**src/rtl/riscv_pkg.sv**
```systemverilog
// Shared RISC-V front-end definitions: datapath width, canonical NOP,
// default reset vector and the fetch packet carried through the fetch FIFO.
package riscv_pkg;

    localparam int XLEN = 32;

    localparam logic [XLEN-1:0] NOP_INST         = 32'h0000_0013;
    localparam logic [XLEN-1:0] DEFAULT_RESET_PC = 32'h0000_0000;

    typedef struct packed {
        logic [XLEN-1:0] inst;
        logic [XLEN-1:0] pc;
    } fetch_pkt_t;

    // Sequential PC of a word-aligned instruction; wraps modulo 2^32.
    function automatic logic [XLEN-1:0] pc_plus4(input logic [XLEN-1:0] pc);
        return pc + 32'd4;
    endfunction

endpackage

```
**src/rtl/fetch_fifo.sv**
```systemverilog
// Synchronous FIFO of fetch packets with push/pop/flush; flush has priority
// over push and pop and returns both pointers to zero.
module fetch_fifo
    import riscv_pkg::*;
#(
    parameter int DEPTH = 2
) (
    input  logic       clk,
    input  logic       reset_n,
    input  logic       push_i,
    input  fetch_pkt_t push_pkt_i,
    input  logic       pop_i,
    input  logic       flush_i,
    output fetch_pkt_t head_o,
    output logic       empty_o,
    output logic       full_o
);

    localparam int PW = $clog2(DEPTH);
    localparam int CW = PW + 1;

    logic [PW-1:0] rd_ptr_q;
    logic [PW-1:0] rd_ptr_d;
    logic [PW-1:0] wr_ptr_q;
    logic [PW-1:0] wr_ptr_d;
    logic [CW-1:0] count_q;
    logic [CW-1:0] count_d;
    fetch_pkt_t    mem_q [DEPTH];

    // Next-state pointer and occupancy logic; pointers wrap naturally at DEPTH.
    always_comb begin
        rd_ptr_d = rd_ptr_q;
        wr_ptr_d = wr_ptr_q;
        count_d  = count_q;
        if (flush_i) begin
            rd_ptr_d = {PW{1'b0}};
            wr_ptr_d = {PW{1'b0}};
            count_d  = {CW{1'b0}};
        end else begin
            if (push_i) begin
                wr_ptr_d = wr_ptr_q + PW'(1);
            end else begin
                wr_ptr_d = wr_ptr_q;
            end
            if (pop_i) begin
                rd_ptr_d = rd_ptr_q + PW'(1);
            end else begin
                rd_ptr_d = rd_ptr_q;
            end
            case ({push_i, pop_i})
                2'b10:   count_d = count_q + CW'(1);
                2'b01:   count_d = count_q - CW'(1);
                default: count_d = count_q;
            endcase
        end
    end

    // Pointer and occupancy registers.
    always_ff @(posedge clk or negedge reset_n) begin
        if (!reset_n) begin
            rd_ptr_q <= {PW{1'b0}};
            wr_ptr_q <= {PW{1'b0}};
            count_q  <= {CW{1'b0}};
        end else begin
            rd_ptr_q <= rd_ptr_d;
            wr_ptr_q <= wr_ptr_d;
            count_q  <= count_d;
        end
    end

    // Storage array; cleared on reset so no stale packet survives it.
    always_ff @(posedge clk or negedge reset_n) begin
        if (!reset_n) begin
            for (int i = 0; i < DEPTH; i++) begin
                mem_q[i] <= '0;
            end
        end else if (push_i && !flush_i) begin
            mem_q[wr_ptr_q] <= push_pkt_i;
        end
    end

    assign head_o  = mem_q[rd_ptr_q];
    assign empty_o = (count_q == {CW{1'b0}});
    assign full_o  = (count_q == CW'(DEPTH));

endmodule

```
**src/rtl/ifetch_unit.sv**
```systemverilog
// Instruction-fetch stage: owns the PC, captures the combinational memory
// word into the fetch FIFO and hands {inst, pc, pc+4} to decode.
module ifetch_unit
    import riscv_pkg::*;
#(
    parameter logic [31:0] RESET_PC = DEFAULT_RESET_PC,
    parameter int          QDEPTH   = 2
) (
    input  logic        clk,
    input  logic        reset_n,
    output logic [31:0] imem_addr,
    input  logic [31:0] imem_rdata,
    input  logic        redirect_valid,
    input  logic [31:0] redirect_pc,
    output logic        inst_valid,
    input  logic        inst_ready,
    output logic [31:0] inst,
    output logic [31:0] inst_pc,
    output logic [31:0] inst_pcplus4
);

    logic [31:0] pc_q;
    logic [31:0] pc_d;
    logic [31:0] last_pc_q;
    logic [31:0] last_pc4_q;
    logic        enq_s;
    logic        deq_s;
    logic        fifo_empty_s;
    logic        fifo_full_s;
    fetch_pkt_t  push_pkt_s;
    fetch_pkt_t  head_s;

    assign inst_valid = !fifo_empty_s;
    assign deq_s      = inst_valid & inst_ready;
    // A full FIFO still accepts a word when its head leaves in the same cycle.
    assign enq_s      = !redirect_valid & (!fifo_full_s | deq_s);
    assign push_pkt_s = '{inst: imem_rdata, pc: pc_q};
    assign imem_addr  = pc_q;

    fetch_fifo #(
        .DEPTH (QDEPTH)
    ) u_fifo (
        .clk        (clk),
        .reset_n    (reset_n),
        .push_i     (enq_s),
        .push_pkt_i (push_pkt_s),
        .pop_i      (deq_s),
        .flush_i    (redirect_valid),
        .head_o     (head_s),
        .empty_o    (fifo_empty_s),
        .full_o     (fifo_full_s)
    );

    // Next-PC selection: redirect beats sequential advance; otherwise hold.
    always_comb begin
        pc_d = pc_q;
        if (redirect_valid) begin
            pc_d = redirect_pc & 32'hFFFF_FFFC;
        end else if (enq_s) begin
            pc_d = pc_plus4(pc_q);
        end else begin
            pc_d = pc_q;
        end
    end

    // PC register plus the last presented pc/pc+4, shown while the FIFO is empty.
    always_ff @(posedge clk or negedge reset_n) begin
        if (!reset_n) begin
            pc_q       <= RESET_PC & 32'hFFFF_FFFC;
            last_pc_q  <= 32'h0000_0000;
            last_pc4_q <= 32'h0000_0000;
        end else begin
            pc_q <= pc_d;
            if (inst_valid) begin
                last_pc_q  <= head_s.pc;
                last_pc4_q <= pc_plus4(head_s.pc);
            end
        end
    end

    // Decode-facing outputs taken from the FIFO head registers.
    always_comb begin
        inst         = NOP_INST;
        inst_pc      = last_pc_q;
        inst_pcplus4 = last_pc4_q;
        if (inst_valid) begin
            inst         = head_s.inst;
            inst_pc      = head_s.pc;
            inst_pcplus4 = pc_plus4(head_s.pc);
        end else begin
            inst         = NOP_INST;
            inst_pc      = last_pc_q;
            inst_pcplus4 = last_pc4_q;
        end
    end

endmodule

```
**config.mk**
```make
export PLATFORM = sky130hd
export DESIGN_NAME = ifetch_unit
export DESIGN_NICKNAME = d
export VERILOG_FILES = /design/src/rtl/riscv_pkg.sv /design/src/rtl/fetch_fifo.sv /design/src/rtl/ifetch_unit.sv
export SDC_FILE = /design/constraint.sdc
export NUM_CORES = 1
export LEC_CHECK = 0
export ABC_AREA = 1
export CORE_ASPECT_RATIO = 1.5
export CORE_MARGIN = 2
export CORE_UTILIZATION = 35
export DETAILED_ROUTE_END_ITERATION = 10
export GPL_TIMING_DRIVEN = 0
export PLACE_DENSITY_LB_ADDON = 0.05
export SETUP_SLACK_MARGIN = 0.2
export SLEW_MARGIN = 20
export SYNTH_ARGS = -nofsm -noshare
export SYNTH_HDL_FRONTEND = slang
export SYNTH_SLANG_ARGS = --single-unit
```
**constraint.sdc**
```tcl
create_clock -name clk -period 2.8 [get_ports clk]
set_input_delay 0.56 -clock clk [delete_from_list [all_inputs] [get_ports clk]]
set_output_delay 0.56 -clock clk [all_outputs]
set_load 0.02 [all_outputs]
```
==> qor.csv <==
metric,value,unit
status,"complete, but fails checks",
violations,setup timing,
synth_top_family_by_area,simple AND/OR/NAND/NOR gates,
synth.most_common_cell,nand2_1,
final_area,0.0172,sq mm
coreArea,0.0310,sq mm
clockRootBuffer,clkbuf_16,
seq_power_share,0.352,
ir_drop,0.000423,V
clkPwrFrac,0.282,
min_path_type,in -> async,
area_growth,55.7,%
yosys_warnings,0,
grt_pass1_vias,11100,
crit_arrival,2.59,ns
synthTopCellsByCount,"nand2_1 (453), dfrtp_1 (222), nor2_1 (154), o21ai_0 (144), inv_1 (132)",
synth.distinct_cells,41,
numCtsBuffers,25,
min_period,3.15,ns
io_buffers,191,
drt_iter0_markers,521,
p_leak,7.97,nW
start_util,0.356,
drc,0,
synth_top_cell_area_share,0.503,
cts_max_level,1,
avgSynthCellArea,7.64,sq um
synth-xor-area-share,0.00555,
yosys.area_share.simple,0.294,
grt-ovfl-total,0,
dp_hpwl,28.2,mm
worstSetupPathType,reg -> out,
end_kind,output pin,
multi_input_area,0.00599,sq mm
p_switching,4.29,mW
core.rowCount,79,
syn-cell-area,0.0110,sq mm
clkSinkCount,222,
synth_area_leaders,"dfrtp_1 (50%), nand2_1 (15%), o21ai_0 (6.5%)",
drv_cap,0,
synth_compound_area_frac,0.112,
pwr_density_cell,709,mW/mm^2
switching_share,0.352,
placed_area,0.0135,sq mm
yosysSeqAreaShare,0.503,
setup_viol,26,
skew,0.0202,ns
die_y,221,um
finalNetCount,1840,
yosys_register_bits,222,
grt_max_degree,88,
rr_worst_depth,10,
tightestPinTransition,0.724,ns
layout_setup_ws,-0.349,ns
antenna_found_initial,0,
gp_congestion,0.926,
cp-start-kind,flop,
fin_setup_tns,-5.72,ns
worstSkewPairLatency,0.55,ns
synth_mux_area_frac,0,
synth-edff-count,0,
fp.dieArea,0.0330,sq mm
grt_pass1_wl,62.6,mm
maxSlewViolCount,0,
ant_nets,0,
fmax,318,MHz
firstDrtPassIters,5,
diodes,0,
clkTransAtPathRegs,0.06,ns
ff_latch_area,0.00556,sq mm
rsz0062_at_grt,true,
via_per_inst,4.92,
fillers,2969,
ios,197,
fp.dieW,149,um
internal_power,7.90,mW
ys.flop_type,dfrtp_1,
cts_tree,done,
drive_above_1_share,0.327,
dr_total_vias,10800,
finalCritPeriodShare,1.12,
wl_per_cell,18.8,um
synth-adder-area-share,0.00227,
hold_viol,0,
drt-total-wl,41.3,mm
synth.largest_area_cell,dfrtp_1,
pwr-share-comb,0.366,
ys_async_sr_fraction,1.00,
grtUsageTotal,0.245,
syn-instance-count,1444,
max_slew_margin,0.517,
clk_path_buf_depth,3,
crit_required,2.24,ns
crit_fanout,5,
-- cells in the final DEF, fill, tap and decap left out, types with 14 or more instances in the layout --
master	Yosys	layout
buf_2	17	14
nand2_1	453	367
o21ai_1	17	21
nor3_1	15	14
nand3_2	0	31
nand4_1	15	15
buf_12	1	18
o21ai_0	144	130
buf_4	8	107
dfrtp_1	222	222
nand2_2	19	63
clkbuf_16	0	31
inv_1	132	124
clkdlybuf4s50_1	0	93
clkbuf_1	29	25
nor2_4	7	45
nor2_1	154	95
buf_6	6	90
nand2_4	1	43
nor2_2	8	29
nand3_1	94	57
-- final timing paths --
check | start | endpoint | slack [ns]
worst min-delay path | reset_n | last_pc4_q[2] | 0.03
worst min register to register | last_pc_q[13] | last_pc_q[13] | 0.48
worst max register to register | u_fifo.count_q[0] | u_fifo.mem_q[23] | 0.51
min in group clk | redirect_valid | imem_addr[31] | 0.44
max in group asynchronous | reset_n | u_fifo.mem_q[101] | 1.59
worst max-delay path | u_fifo.rd_ptr_q | inst_pcplus4[26] | -0.35
-- per-layer routing --
metal	track usage	vias up	part of all wire
li1	-	5268	-
met1	0.274	5154	0.37
met4	0.113	0	0.050
met5	0	-	0
met3	0.0476	88	0.054
met2	0.443	284	0.53
-- sequential cells by signal (all words and copies together), names as in the netlist --
name,cells
u_fifo.wr_ptr_q,1
u_fifo.mem_q,124
u_fifo.count_q,2
last_pc4_q,32
imem_addr,30
last_pc_q,32
u_fifo.rd_ptr_q,1
-- metrics by stage --
stage | power, mW | std cells | util | setup WS, ns | hold slack (ns)
floorplan | 6.01 | 1445 | - | 0.315 | 0.264
global placement | 7.44 | 2041 | 0.434 | -8.82 | 0.464
detailed placement | 7.48 | 2043 | 0.436 | -0.662 | 0.468
CTS | 11.5 | 2153 | 0.509 | -0.382 | 0.0478
global route | 12.8 | 2193 | 0.554 | -0.476 | 0.0836
finish | 12.2 | 2193 | 0.554 | -0.349 | 0.0325
-- cells by family after synthesis --
family / after synthesis
xor+xnor: 7
other cells: 1
compound gates: 229
simple gates: 774
fa+ha+maj: 2
flops: 222
buf+inv: 209
-- layout make-up --
| cell class | instances | area share |
|---|---|---|
| clock inverters | 6 | 0.00510 |
| plain buffers | 71 | 0.0405 |
| flip-flops and latches | 222 | 0.323 |
| multi-input cells | 1014 | 0.349 |
| inverters | 138 | 0.0310 |
| well taps | 405 | 0.0295 |
| clock buffers | 39 | 0.0441 |
| repair buffers | 298 | 0.178 |
-- worst max-delay path, cell delays in order, from the launching register on --
cell and delay, ns:
dfrtp_1 0.42, buf_6 0.15, buf_12 0.13, nand2_4 0.06, o21ai_4 0.07, inv_2 0.08
ha_4 0.14, nand2_4 0.05, nor2_4 0.10, nand2_2 0.08, nor2_4 0.16, buf_6 0.17
nand3_2 0.08, nand2_2 0.09, nand3_2 0.09, buf_6 0.15
-- what timing repair did --
| action | CTS | global route |
|---|---|---|
| setup endpoints to repair | 97 | 96 |
| gates cloned | 7 | 4 |
| setup buffers | 58 | 36 |
| pin swaps | 63 | 60 |
| resized for setup | 752 | 305 |
| hold buffers | 0 | 0 |
-- power groups by stage --
stage	logic, mW	registers, mW	clock network [mW]
2_1_floorplan	1.78	4.23	0
3_3_place_gp	3.18	4.26	0
3_5_place_dp	3.22	4.26	0
4_1_cts	3.78	4.24	3.49
5_1_grt	4.83	4.37	3.64
6_report	4.46	4.29	3.43
No activity file was read; power rests on OpenSTA's default activity.
